File: src/rtl/shared_pkg.sv
// Shared UART receive-path constants and the status record handed to the register block.
package shared_pkg;

  localparam int unsigned DATA_WIDTH         = 8;
  localparam int unsigned UART_RX_FIFO_DEPTH = 16;
  localparam int unsigned UART_RX_ERR_CNT_W  = 8;

  typedef struct packed {
    logic                         overrun;
    logic                         err_flag;
    logic                         timeout;
    logic [UART_RX_ERR_CNT_W-1:0] err_cnt;
  } uart_rx_status_t;

endpackage

File: src/rtl/uart_rx_fifo.sv
// Synchronous receive FIFO: registered pop data, separate level tracking, flush wins over push/pop.
module uart_rx_fifo
  import shared_pkg::*;
#(
  parameter int unsigned DEPTH = UART_RX_FIFO_DEPTH,
  parameter int unsigned DW    = DATA_WIDTH
) (
  input  logic                       clk,
  input  logic                       rst_n,
  input  logic                       push,
  input  logic [DW-1:0]              push_data,
  input  logic                       pop,
  input  logic                       flush,
  output logic [DW-1:0]              rd_data,
  output logic                       rd_valid,
  output logic [$clog2(DEPTH):0]     level,
  output logic                       empty,
  output logic                       full,
  output logic                       push_ok_c,
  output logic                       pop_ok_c,
  output logic [$clog2(DEPTH):0]     level_nxt_c
);

  localparam int unsigned AW = $clog2(DEPTH);
  localparam int unsigned LW = AW + 1;

  logic [DW-1:0] mem [DEPTH];
  logic [AW-1:0] wr_ptr;
  logic [AW-1:0] rd_ptr;

  // A pop needs data; a push into a full FIFO is legal only when a pop frees the slot.
  assign pop_ok_c  = pop & ~empty & ~flush;
  assign push_ok_c = push & (~full | pop_ok_c) & ~flush;

  always_comb begin
    level_nxt_c = level;
    if (flush) begin
      level_nxt_c = '0;
    end else begin
      case ({push_ok_c, pop_ok_c})
        2'b10:   level_nxt_c = level + LW'(1);
        2'b01:   level_nxt_c = level - LW'(1);
        default: level_nxt_c = level;
      endcase
    end
  end

  always_ff @(posedge clk) begin
    if (push_ok_c) begin
      mem[wr_ptr] <= push_data;
    end
  end

  always_ff @(posedge clk or negedge rst_n) begin
    if (!rst_n) begin
      wr_ptr   <= '0;
      rd_ptr   <= '0;
      level    <= '0;
      empty    <= 1'b1;
      full     <= 1'b0;
      rd_data  <= '0;
      rd_valid <= 1'b0;
    end else begin
      level    <= level_nxt_c;
      empty    <= (level_nxt_c == '0);
      full     <= (level_nxt_c == LW'(DEPTH));
      rd_valid <= pop_ok_c;
      if (pop_ok_c) begin
        rd_data <= mem[rd_ptr];
      end
      if (flush) begin
        wr_ptr <= '0;
        rd_ptr <= '0;
      end else begin
        if (push_ok_c) wr_ptr <= wr_ptr + AW'(1);
        if (pop_ok_c)  rd_ptr <= rd_ptr + AW'(1);
      end
    end
  end

endmodule

File: src/rtl/uart_rx_ctrl.sv
// Receive-side controller: buffers good frames, tracks error/overrun/timeout and drives one level irq.
module uart_rx_ctrl
  import shared_pkg::*;
#(
  parameter int unsigned FIFO_DEPTH = UART_RX_FIFO_DEPTH,
  parameter int unsigned ERR_CNT_W  = UART_RX_ERR_CNT_W,
  parameter int unsigned TIMEOUT_W  = 16
) (
  input  logic                          clk,
  input  logic                          rst_n,
  input  logic                          enable,
  input  logic                          flush,
  input  logic [DATA_WIDTH-1:0]         rx_data,
  input  logic                          rx_done,
  input  logic                          rx_error,
  input  logic                          rd_en,
  output logic [DATA_WIDTH-1:0]         rd_data,
  output logic                          rd_valid,
  output logic [$clog2(FIFO_DEPTH):0]   level,
  output logic                          empty,
  output logic                          full,
  input  logic [$clog2(FIFO_DEPTH):0]   irq_thresh,
  input  logic [TIMEOUT_W-1:0]          timeout_cyc,
  input  logic                          clr_flags,
  output logic                          overrun,
  output logic                          err_flag,
  output logic                          timeout,
  output logic [ERR_CNT_W-1:0]          err_cnt,
  output logic                          irq
);

  localparam int unsigned LW = $clog2(FIFO_DEPTH) + 1;

  logic                 frame_ok_c;
  logic                 frame_bad_c;
  logic                 push_ok_c;
  logic                 pop_ok_c;
  logic                 ovr_ev_c;
  logic                 to_ev_c;
  logic [LW-1:0]        level_nxt_c;
  logic [TIMEOUT_W-1:0] tcnt;
  logic [TIMEOUT_W-1:0] tcnt_nxt_c;
  logic                 overrun_nxt_c;
  logic                 err_flag_nxt_c;
  logic                 timeout_nxt_c;
  logic [ERR_CNT_W-1:0] err_cnt_nxt_c;
  logic                 irq_nxt_c;

  assign frame_ok_c  = rx_done & enable & ~rx_error;
  assign frame_bad_c = rx_done & enable &  rx_error;
  // A good byte the FIFO refused for lack of room; flush-discarded bytes are not overruns.
  assign ovr_ev_c    = frame_ok_c & ~push_ok_c & ~flush;

  uart_rx_fifo #(
    .DEPTH (FIFO_DEPTH),
    .DW    (DATA_WIDTH)
  ) u_fifo (
    .clk         (clk),
    .rst_n       (rst_n),
    .push        (frame_ok_c),
    .push_data   (rx_data),
    .pop         (rd_en),
    .flush       (flush),
    .rd_data     (rd_data),
    .rd_valid    (rd_valid),
    .level       (level),
    .empty       (empty),
    .full        (full),
    .push_ok_c   (push_ok_c),
    .pop_ok_c    (pop_ok_c),
    .level_nxt_c (level_nxt_c)
  );

  // Idle timer: any FIFO activity or an empty FIFO restarts it.
  always_comb begin
    tcnt_nxt_c = tcnt;
    to_ev_c    = 1'b0;
    if (push_ok_c || pop_ok_c || flush || empty) begin
      tcnt_nxt_c = '0;
    end else if (timeout_cyc != '0) begin
      if (tcnt == timeout_cyc - TIMEOUT_W'(1)) begin
        to_ev_c    = 1'b1;
        tcnt_nxt_c = '0;
      end else begin
        tcnt_nxt_c = tcnt + TIMEOUT_W'(1);
      end
    end
  end

  // Sticky flags: a same-cycle event beats clr_flags.
  always_comb begin
    overrun_nxt_c  = (overrun  & ~clr_flags) | ovr_ev_c;
    err_flag_nxt_c = (err_flag & ~clr_flags) | frame_bad_c;
    timeout_nxt_c  = (timeout  & ~clr_flags) | to_ev_c;
    err_cnt_nxt_c  = clr_flags ? '0 : err_cnt;
    if (frame_bad_c && (clr_flags || (err_cnt != '1))) begin
      err_cnt_nxt_c = err_cnt_nxt_c + ERR_CNT_W'(1);
    end
    irq_nxt_c = ((irq_thresh != '0) && (level_nxt_c >= irq_thresh))
              | overrun_nxt_c | err_flag_nxt_c | timeout_nxt_c;
  end

  always_ff @(posedge clk or negedge rst_n) begin
    if (!rst_n) begin
      tcnt     <= '0;
      overrun  <= 1'b0;
      err_flag <= 1'b0;
      timeout  <= 1'b0;
      err_cnt  <= '0;
      irq      <= 1'b0;
    end else begin
      tcnt     <= tcnt_nxt_c;
      overrun  <= overrun_nxt_c;
      err_flag <= err_flag_nxt_c;
      timeout  <= timeout_nxt_c;
      err_cnt  <= err_cnt_nxt_c;
      irq      <= irq_nxt_c;
    end
  end

endmodule

File: config.mk
export PLATFORM = sky130hd
export DESIGN_NAME = uart_rx_ctrl
export DESIGN_NICKNAME = d
export VERILOG_FILES = /design/src/rtl/shared_pkg.sv /design/src/rtl/uart_rx_fifo.sv /design/src/rtl/uart_rx_ctrl.sv
export SDC_FILE = /design/constraint.sdc
export NUM_CORES = 1
export LEC_CHECK = 0
export CELL_PAD_IN_SITES_DETAIL_PLACEMENT = 1
export CELL_PAD_IN_SITES_GLOBAL_PLACEMENT = 2
export CORE_AREA = 2 2 159 161
export DETAILED_ROUTE_END_ITERATION = 8
export DIE_AREA = 0 0 161 163
export PLACE_DENSITY = 0.75
export REMOVE_ABC_BUFFERS = 1
export SYNTH_ARGS = -nofsm -noshare
export SYNTH_HDL_FRONTEND = slang
export SYNTH_SLANG_ARGS = --single-unit
File: constraint.sdc
create_clock -name clk -period 3.75 [get_ports clk]
set_input_delay 0.5625 -clock clk [delete_from_list [all_inputs] [get_ports clk]]
set_output_delay 0.5625 -clock clk [all_outputs]
set_load 0.01 [all_outputs]
==> flow_summary.ini, run 1 <==
[clocking]
cts-buffers-inserted = 17
cts_tree = built
postCtsHoldBufs = 0
clk_latency_ns = 0.43
clk_pin_slew_ns = 0.07
clockBufferDepth = 2
htree_levels = 4
root_buffer = clkbuf_16
clock-sinks = 180

[synth]
ys_types = 65
synth_seq_cells = 180
syn_area_per_cell_um2 = 13.2
synth-edff-count = 128
synth_compound_area_share_pct = 8.23
synthSimpleGateAreaFrac_pct = 12.9
yosysWarnings = 0
async_flop_share_pct = 28.9
synth_top_family_by_area = simple AND/OR/NAND/NOR gates
synth_xor_area_share_pct = 3.61
netlist_area_um2 = 8500
netlist_instances = 646
seq_area_frac_synth_pct = 60.6
synth.mux.area_fraction_pct = 9.22
yosys.area_share.adder_pct = 2.65
synth-main-ff-cell = edfxtp_1

[global_route]
gr-usage-all-layers_pct = 17.1
antenna_found_initial = 0
overflow = 0
grt_pass1_vias = 6132
grt_pass1_wl_um = 34200
grt_start_max_net_pins = 45

[setup_path]
cp_data_required_time_ns = 4.06
reg2regPathDepth = 18
criticalPathCategory = input port to flop
worstSetupStartpointType = input port
cp_common_cell = nor2b_4
worstPathArrival_ns = 3.87
path_cells = clkdlybuf4s50_1, nor2b_4, nand2b_4, a21oi_2, nor2b_4, inv_2, ha_4, xor2_2, ha_2, a21oi_1, o21ai_0, a22o_1, nand2_1, xor2_1, nor2_1, ha_1, nor2b_1, o22ai_1, nor3b_2, o211ai_1
regToRegEndpoint = irq$_DFF_PN0_
rr_startpoint = u_fifo.empty$_DFF_PN1_
slowest_delay_ns = 0.46
ff2ff_setup_slack_ns = 0.32
crit_path_max_fanout = 3
cp_slowest_cell = clkdlybuf4s50_1
cp-end-kind = flop

[placement]
port_buffers = 64
placedCellCount = 1049
hpwl_um = 15300
placed_area_um2 = 9730
gp_congestion = 0.807

[drt]
drc_errors = 0
detailroute.via_count = 5616
routedWlPerCell_um = 20.3
antenna_left = 0
drt-pass1-iter-count = 4
detail_route.iter0.violations = 285
drt_wl_total_um = 21900
avgViaCountPerCell = 5.19

[die]
core_um2 = 24700
rows = 58
io_pins = 65
die-area_um2 = 26200
initial_core_util_pct = 34.4
die-width_um = 161
die_y_um = 163

[power_and_ir_drop]
p_leak_nw = 3.65
intPower_w = 0.00326
power_frac_seq_pct = 51.4
pwr-share-comb_pct = 9.3
p_clk_share_pct = 39.2
switching_power_w = 0.00106
swShare_pct = 24.6
powerDensity_nw_per_um2 = 417
peakVddDrop_mv = 0.245
power.total_w = 0.00432

[sta]
post-route-period-util_pct = 95.0
finalHoldViolCount = 0
drv_slew = 0
worstMarginPinSlew_ns = 0.875
max_freq_mhz = 281
setup_viol = 0
period_needed_ns = 3.56
tns_ns = 0
slew_headroom_pct = 41.7
fin_skew_ns = 0.0105

[finish]
fin_util_pct = 42.0
antenna_cells = 0
fin_nets = 794
final_cells = 1082
syn_to_final_growth_pct = 22.0
design_area_um2 = 10400
drive_gt1_share_pct = 16.0

[worst_hold_path]
hold_path_class = input port to async pin

[run]
cap_violations = 0

[status]
outcome = finished clean
-- how the worst max path moves through the flow --
stage / startpoint / cells past startpoint / slack, ns / end
after floorplan: rd_en / 20 / -0.63 / irq$_DFF_PN0_
after global placement: rd_en / 21 / -0.40 / irq$_DFF_PN0_
after detailed placement: rd_en / 21 / -0.58 / irq$_DFF_PN0_
after CTS: rd_en / 21 / 0.004 / irq$_DFF_PN0_
after global routing: rd_en / 21 / -0.04 / irq$_DFF_PN0_
final: rd_en / 20 / 0.19 / irq$_DFF_PN0_
-- cell families (layout without fill, tap and decap cells) --
| group | after synthesis | count (layout) |
|---|---|---|
| xor+xnor | 35 | 35 |
| fa+ha+maj | 18 | 18 |
| mux | 58 | 58 |
| compound gates | 98 | 98 |
| simple gates | 198 | 198 |
| buf+inv | 59 | 165 |
| flops | 180 | 180 |
-- layout make-up --
cell class,count,area [um^2]
Fill cell,2591,14300
Tap cell,330,413
Clock inverter,15,133
Inverter,29,109
Multi-Input combinational cell,407,3180
Timing Repair Buffer,104,965
Sequential cell,180,5150
Clock buffer,17,425
-- cells in the mapped netlist (all sizes together) (4+ instances only) --
| library cell | instances | area share (%) |
|---|---|---|
| a21oi | 17 | 1.0 |
| and3 | 8 | 0.59 |
| xor2 | 16 | 1.6 |
| nor2 | 41 | 1.8 |
| a22o | 6 | 0.62 |
| edfxtp | 128 | 45 |
| a21o | 5 | 0.44 |
| nand2b | 8 | 0.59 |
| ha | 18 | 2.7 |
| xnor2 | 19 | 2.0 |
| nand3 | 24 | 1.4 |
| mux2i | 40 | 4.7 |
| nand3b | 7 | 0.62 |
| dfrtp | 51 | 15 |
| nor3b | 4 | 0.47 |
| nor3 | 11 | 0.71 |
| nand4 | 5 | 0.37 |
| inv | 28 | 1.2 |
| nand2 | 51 | 2.3 |
| mux4 | 16 | 4.2 |
| o221ai | 24 | 2.5 |
| nor2b | 10 | 0.74 |
| o21ai | 22 | 1.3 |
| buf | 6 | 0.47 |
| nor4 | 11 | 1.2 |
| clkbuf | 24 | 1.1 |
-- flip-flops by register name (all words and copies together), names as in the netlist, 4 cells and up --
name            flops
u_fifo.level        5
u_fifo.wr_ptr       4
tcnt               16
u_fifo.rd_ptr       4
u_fifo.mem        128
err_cnt             8
u_fifo.rd_data      8
-- routing by layer --
metal  global-route usage [%]  vias to the layer above  share of wire, %  routed length, um
met1                     21.6                     2875                44               9630
met3                     3.03                       17               3.8                830
li1                         -                     2625                 -                  -
met2                     30.6                       99                51              11300
met4                     4.22                        0              0.95                209
met5                        0                        -                 0                  0
-- power by group through the flow --
stage / Sequential (W) / Combinational, W / Clock [W]
6_report: 0.00222 / 0.000404 / 0.00170
5_1_grt: 0.00223 / 0.000442 / 0.00180
4_1_cts: 0.00223 / 0.000408 / 0.00173
3_5_place_dp: 0.00227 / 0.000404 / 0
3_3_place_gp: 0.00227 / 0.000389 / 0
2_1_floorplan: 0.00229 / 0.000133 / 0
-- cells in the final DEF, fill, tap and decap left out, types with 3 or more instances in the layout --
cell / netlist / final
edfxtp_1: 128 / 128
clkdlybuf4s50_1: 0 / 63
nand2_1: 50 / 50
dfrtp_1: 51 / 50
nor2_1: 41 / 40
mux2i_1: 40 / 40
buf_4: 0 / 37
inv_1: 28 / 27
nand3_1: 24 / 24
o221ai_1: 24 / 24
xnor2_1: 19 / 19
o21ai_0: 18 / 18
clkbuf_16: 0 / 17
mux4_2: 16 / 16
xor2_1: 16 / 15
ha_1: 18 / 15
a21oi_1: 17 / 14
nor3_1: 10 / 10
nor2b_1: 10 / 8
and3_1: 8 / 8
nor4_1: 8 / 8
nand2b_1: 8 / 7
nand3b_1: 7 / 7
a22o_1: 6 / 6
inv_6: 0 / 6
nand4_1: 5 / 5
a21o_1: 5 / 5
o21ai_1: 4 / 4
a21oi_2: 0 / 3
and4_1: 3 / 3
nand4b_1: 3 / 3
nor3b_2: 2 / 3
inv_8: 0 / 3
-- through the flow --
| stage | hold slack (ns) | setup slack (ns) |
|---|---|---|
| 6_report | 0.244 | 0.188 |
| 5_1_grt | 0.302 | -0.0369 |
| 4_1_cts | 0.264 | 0.00413 |
| 3_5_place_dp | 0.489 | -0.576 |
| 3_3_place_gp | 0.481 | -0.403 |
| 2_1_floorplan | 0.267 | -0.630 |
-- critical path, delay by kind of cell --
| kind | cells | cell delay, ns |
|---|---|---|
| compound gates | 6 | 0.91 |
| xor+xnor | 2 | 0.35 |
| buf+inv | 2 | 0.51 |
| simple gates | 7 | 0.91 |
| fa+ha+maj | 3 | 0.63 |
-- timing repair --
| action | in CTS | in global routing |
|---|---|---|
| setup buffers | 1 | 0 |
| pin swaps | 1 | 7 |
| gates resized for setup | 3 | 14 |
| setup endpoints to repair | 1 | 1 |
No activity file was read; power rests on OpenSTA's default activity.
==> run 2, diff against run 1 <==
Settings changed: CORE_AREA 2 2 159 161 to 2 2 168 153, DIE_AREA 0 0 161 163 to 0 0 170 155, GPL_ROUTABILITY_DRIVEN from default to 0, PLACE_DENSITY 0.75 to 0.74.
==> run 2 against run 1 <==
Effect of this change:
- critical path type unchanged
- clock power increased by 6%
- register-to-register slack got worse by 0.02 ns
- wire length increased by 2.2%
- worst hold slack got worse by 0.027 ns
- non-clock buffer count increased by 2
- largest power group unchanged
- largest cell class unchanged
- count of clock-buffer cells in the layout unchanged
- global-route usage increased by 0.46 points
- maximum frequency about the same
==> flow_summary.ini, run 2 (synthesis gave the netlist of run 1 again) <==
[status]
outcome = finished clean

[global_route]
antenna_found_initial = 0
grt_pass1_vias = 6161
overflow = 0
grt_start_max_net_pins = 35
gr-usage-all-layers_pct = 17.6
grt_pass1_wl_um = 35000

[finish]
drive_gt1_share_pct = 15.9
n_fill_cell = 2581
top_register = u_fifo.mem
final_common_cell = edfxtp_1
largest_register_ffs = 128
top_regs = u_fifo.mem: 128 flops, tcnt: 16 flops
fin_util_pct = 42.0
antenna_cells = 0
syn_to_final_growth_pct = 22.4
fin_nets = 796
mostFrequentLayoutCells = 128 x edfxtp_1, 63 x clkdlybuf4s50_1, 50 x nand2_1, 50 x dfrtp_1, 41 x nor2_1
multiInputGateArea_um2 = 3180
seq_area_um2 = 5150

[placement]
hpwl_um = 15500
port_buffers = 64
post-place-ws_ns = -0.579

[worst_hold_path]
hold_path_class = input port to async pin

[drt]
drc_errors = 0
drt_wl_total_um = 22400
detailroute.via_count = 5696
drt-pass1-iter-count = 4
detail_route.iter0.violations = 296
routedWlPerCell_um = 21.0
avgViaCountPerCell = 5.34
antenna_left = 0

[setup_path]
worstSetupStartpointType = input port
worstPathArrival_ns = 3.87
reg2regPathDepth = 18
criticalPathCategory = input port to flop
cp-end-kind = flop
crit_path_max_fanout = 3
cp_data_required_time_ns = 4.06

[clocking]
root_buffer = clkbuf_16
clock-sinks = 180
cts-buffers-inserted = 17
clk_latency_ns = 0.45
cts_tree = built
htree_levels = 4
clockBufferDepth = 2
clk_pin_slew_ns = 0.07

[power_and_ir_drop]
powerDensity_nw_per_um2 = 426
power.total_w = 0.00443
power_frac_seq_pct = 50.4
switching_power_w = 0.00110
intPower_w = 0.00333
pwr-share-comb_pct = 9.0
peakVddDrop_mv = 0.340
swShare_pct = 24.8
p_clk_share_pct = 40.6
p_leak_nw = 3.68

[sta]
tns_ns = 0
setup_viol = 0
period_needed_ns = 3.56
post-route-period-util_pct = 95.0
worstMarginPinSlew_ns = 0.914
fin_skew_ns = 0.0163
slew_headroom_pct = 39.1
finalHoldViolCount = 0
max_freq_mhz = 281
drv_slew = 0
setup_ws_ns = 0.188

[die]
io_pins = 65
die_y_um = 155
initial_core_util_pct = 34.3
core_um2 = 24800
rows = 55
die-area_um2 = 26400
die-width_um = 170

[run]
cap_violations = 0
==> run 2: worst paths after layout <==
check	endpoint	start	slack (ns)
min in group clk	u_fifo.rd_data[6]$_DFFE_PN0P_	u_fifo.rd_data[6]$_DFFE_PN0P_	0.51
max in group asynchronous	u_fifo.wr_ptr[2]$_DFFE_PN0P_	rst_n	2.72
max	irq$_DFF_PN0_	rd_en	0.19
min reg2reg	u_fifo.rd_data[6]$_DFFE_PN0P_	u_fifo.rd_data[6]$_DFFE_PN0P_	0.51
min	err_flag$_DFF_PN0_	rst_n	0.22
max reg2reg	irq$_DFF_PN0_	u_fifo.empty$_DFF_PN1_	0.30
==> run 2: cell type report <==
cell class	count	share of cell area, %
timing repair buffer	106	9.42
tap	313	3.77
sequential	180	49.5
multi-input combinational	407	30.6
clock inverter	15	1.61
inverter	29	1.05
clock buffer	17	4.09
==> run 2: power by group through the flow <==
stage / Combinational (W) / Sequential, W / Clock, W
after floorplan: 0.000133 / 0.00229 / 0
after global placement: 0.000379 / 0.00227 / 0
after detailed placement: 0.000395 / 0.00228 / 0
after CTS: 0.000397 / 0.00223 / 0.00183
after global routing: 0.000436 / 0.00224 / 0.00192
final: 0.000398 / 0.00223 / 0.00180
==> run 2: per-stage QoR <==
stage	area, um^2	instances	hold slack [ns]
2_1_floorplan	8370	616	0.267
3_3_place_gp	9700	1031	0.485
5_1_grt	10400	1067	0.273
3_5_place_dp	9700	1031	0.496
4_1_cts	10300	1064	0.249
6_report	10400	1067	0.217
==> run 2: layer usage <==
metal	vias up	share of wire, %	GRT usage (%)
met4	0	1.7	5.21
met5	-	0	0
li1	2629	-	-
met3	29	4.4	3.82
met1	2907	44	22.9
met2	131	50	29.7
==> run 2: timing repair <==
action,4_1_cts,5_1_grt
endpoints found under the setup margin,1,1
gates resized for setup,3,13
hold buffers,0,0
setup buffers,1,3
pin swaps,1,3
==> run 2: critical path, cell delays in order <==
cell and delay, ns:
clkdlybuf4s50_1 0.47, nor2b_4 0.18, nand2b_4 0.07, a21oi_2 0.13, nor2b_4 0.16, inv_1 0.06, ha_2 0.19, xor2_2 0.16
ha_2 0.22, a21oi_2 0.17, o21ai_1 0.10, a22o_1 0.19, nand2_1 0.10, xor2_1 0.20, nor2_1 0.09, ha_1 0.28
nor2b_1 0.13, o22ai_1 0.14, nor3b_2 0.17, o211ai_1 0.10
==> run 3, diff against run 2 <==
Settings changed: CORE_AREA 2 2 168 153 to 2 2 167 152, DIE_AREA 0 0 170 155 to 0 0 169 154, SYNTH_HIERARCHICAL from default to 1.
==> run 3 against run 2 <==
Effect of this change:
- first-iteration DRC count up 63%
- synthesized cell count down 11%
- total power down 3.5%
- sequential power about the same
- highest routed layer unchanged
- worst setup slack better by 0.049 ns
- count of clock-buffer cells in the layout up 3
- via count down 12%
==> flow_summary.ini, run 3 <==
[synth]
netlist_instances = 576
yosysMostFrequentCell = edfxtp_1
seq_area_frac_synth_pct = 61.4
synth_common_cells = 128 x edfxtp_1, 51 x dfrtp_1, 37 x nor2_1
yosysWarnings = 6
netlist_area_um2 = 8380
synth_seq_cells = 180
yosysTopAreaCell = edfxtp_1
synthTopCellsByArea = edfxtp_1 46%, dfrtp_1 15%, mux4_2 6.5%, xor2_1 2.8%, mux4_1 2.5%
synth-edff-count = 128
synth-main-ff-cell = edfxtp_1
async_flop_share_pct = 28.9
yosysTopAreaCellShare_pct = 45.9
ys_types = 62
syn_area_per_cell_um2 = 14.5

[run]
cap_violations = 0

[die]
core_um2 = 24200
initial_core_util_pct = 34.6
rows = 54
die_y_um = 154
io_pins = 65
die-width_um = 169
die-area_um2 = 26000

[power_and_ir_drop]
power.total_w = 0.00427
powerDensity_nw_per_um2 = 426
peakVddDrop_mv = 0.282
p_leak_nw = 3.52

[global_route]
gr-usage-all-layers_pct = 15.5
overflow = 0
grt_pass1_vias = 5470
grt_start_max_net_pins = 47
antenna_found_initial = 0
grt_pass1_wl_um = 30900

[finish]
n_fill_cell = 2441
syn_to_final_growth_pct = 19.8
final_cells = 980
top_regs = u_fifo/mem: 128 flops, tcnt: 16 flops
top_register = u_fifo/mem
antenna_cells = 0
fin_nets = 712
design_area_um2 = 10000
drive_gt1_share_pct = 17.0
largest_register_ffs = 128
fin_util_pct = 41.5
final_common_cell = edfxtp_1
mostFrequentLayoutCells = 128 x edfxtp_1, 63 x clkdlybuf4s50_1, 50 x dfrtp_1, 36 x nor2_1, 29 x nand2_1

[clocking]
clock-sinks = 180
clk_pin_slew_ns = 0.07
cts_tree = built
root_buffer = clkbuf_16
cts-buffers-inserted = 17
clockBufferDepth = 2
postCtsHoldBufs = 0
clk_latency_ns = 0.43
htree_levels = 4

[sta]
fin_skew_ns = 0.00983
worstMarginPinSlew_ns = 1.08
max_freq_mhz = 285
post-route-period-util_pct = 93.7
holdWs_ns = 0.330
setup_viol = 0
drv_slew = 0
finalHoldViolCount = 0
period_needed_ns = 3.51
rsz0062_at_grt = false
slew_headroom_pct = 27.9

[status]
outcome = finished clean

[setup_path]
cp-end-kind = flop
worstPathArrival_ns = 3.84
crit_path_max_fanout = 2
criticalPathCategory = input port to flop
reg2regPathDepth = 15
worstSetupStartpointType = input port
cp_data_required_time_ns = 4.07

[drt]
detailroute.via_count = 5031
avgViaCountPerCell = 5.13
routedWlPerCell_um = 19.8
detail_route.iter0.violations = 481
drt-pass1-iter-count = 4
drc_errors = 0
antenna_left = 0
drt_wl_total_um = 19400

[placement]
hpwl_um = 13400
port_buffers = 64
placedCellCount = 948
placed_area_um2 = 9470

[worst_hold_path]
hold_path_class = input port to async pin
## run 3: worst paths after layout
path | startpoint | to | slack (ns)
max | rd_en | irq$_DFF_PN0_ | 0.24
min | rst_n | tcnt[0]$_DFFE_PN0P_ | 0.33
max reg2reg | u_fifo/empty$_DFF_PN1_ | irq$_DFF_PN0_ | 0.47
min reg2reg | u_fifo/rd_data[6]$_DFFE_PN0P_ | u_fifo/rd_data[6]$_DFFE_PN0P_ | 0.52
max in group asynchronous | rst_n | u_fifo/rd_ptr[0]$_DFFE_PN0P_ | 2.67
min in group clk | u_fifo/rd_data[6]$_DFFE_PN0P_ | u_fifo/rd_data[6]$_DFFE_PN0P_ | 0.52
## run 3: area by class of cell
cell class / instances / area [um^2] / share of cell area (%)
multi-input combinational: 352 / 3030 / 30.2
sequential: 180 / 5150 / 51.3
inverter: 19 / 71.3 / 0.711
clock buffer: 20 / 447 / 4.45
tap: 308 / 385 / 3.84
timing repair buffer: 89 / 848 / 8.45
clock inverter: 12 / 109 / 1.08
## run 3: per-layer routing
| layer | global-route usage [%] | wire [um] | vias to the layer above |
|---|---|---|---|
| met4 | 5.01 | 294 | 0 |
| met3 | 3.09 | 444 | 23 |
| li1 | - | - | 2338 |
| met2 | 25.8 | 9690 | 65 |
| met1 | 20.4 | 8950 | 2605 |
| met5 | 0 | 0 | - |
## run 3: power by group
part / internal, W / switching (W)
logic: 0.000198 / 0.000168
registers: 0.00218 / 0.0000369
clock network: 0.000891 / 0.000802
total: 0.00327 / 0.00101
## run 3: cell families after synthesis
group / count (synthesis) / synth area share, %
flops: 180 / 61.4
xor+xnor: 50 / 5.23
compound gates: 50 / 4.72
fa+ha+maj: 16 / 2.39
buf+inv: 44 / 2.49
simple gates: 183 / 12.1
mux: 53 / 11.6
## run 3: worst max-delay path, cell delays in order
cell and delay, ns:
clkdlybuf4s50_1 0.49, or3b_2 0.47, inv_1 0.09, ha_1 0.20
xor2_1 0.09, ha_1 0.23, a21oi_1 0.15, mux2i_1 0.23
xor2_1 0.20, nor2_1 0.08, ha_1 0.28, a21o_1 0.16
a21o_1 0.17, a21o_1 0.18, a211oi_2 0.18, nand2b_1 0.07
## run 3: timing repair
item	CTS	global route
setup buffers	0	0
resized for setup	0	2
setup endpoints to repair	0	1
## run 3: per-stage QoR
step / TNS, ns / worst slack, ns
3_5_place_dp: -0.250 / -0.250
2_1_floorplan: 0 / 0.0930
3_3_place_gp: -0.172 / -0.172
6_report: 0 / 0.237
4_1_cts: 0 / 0.194
5_1_grt: 0 / 0.0154
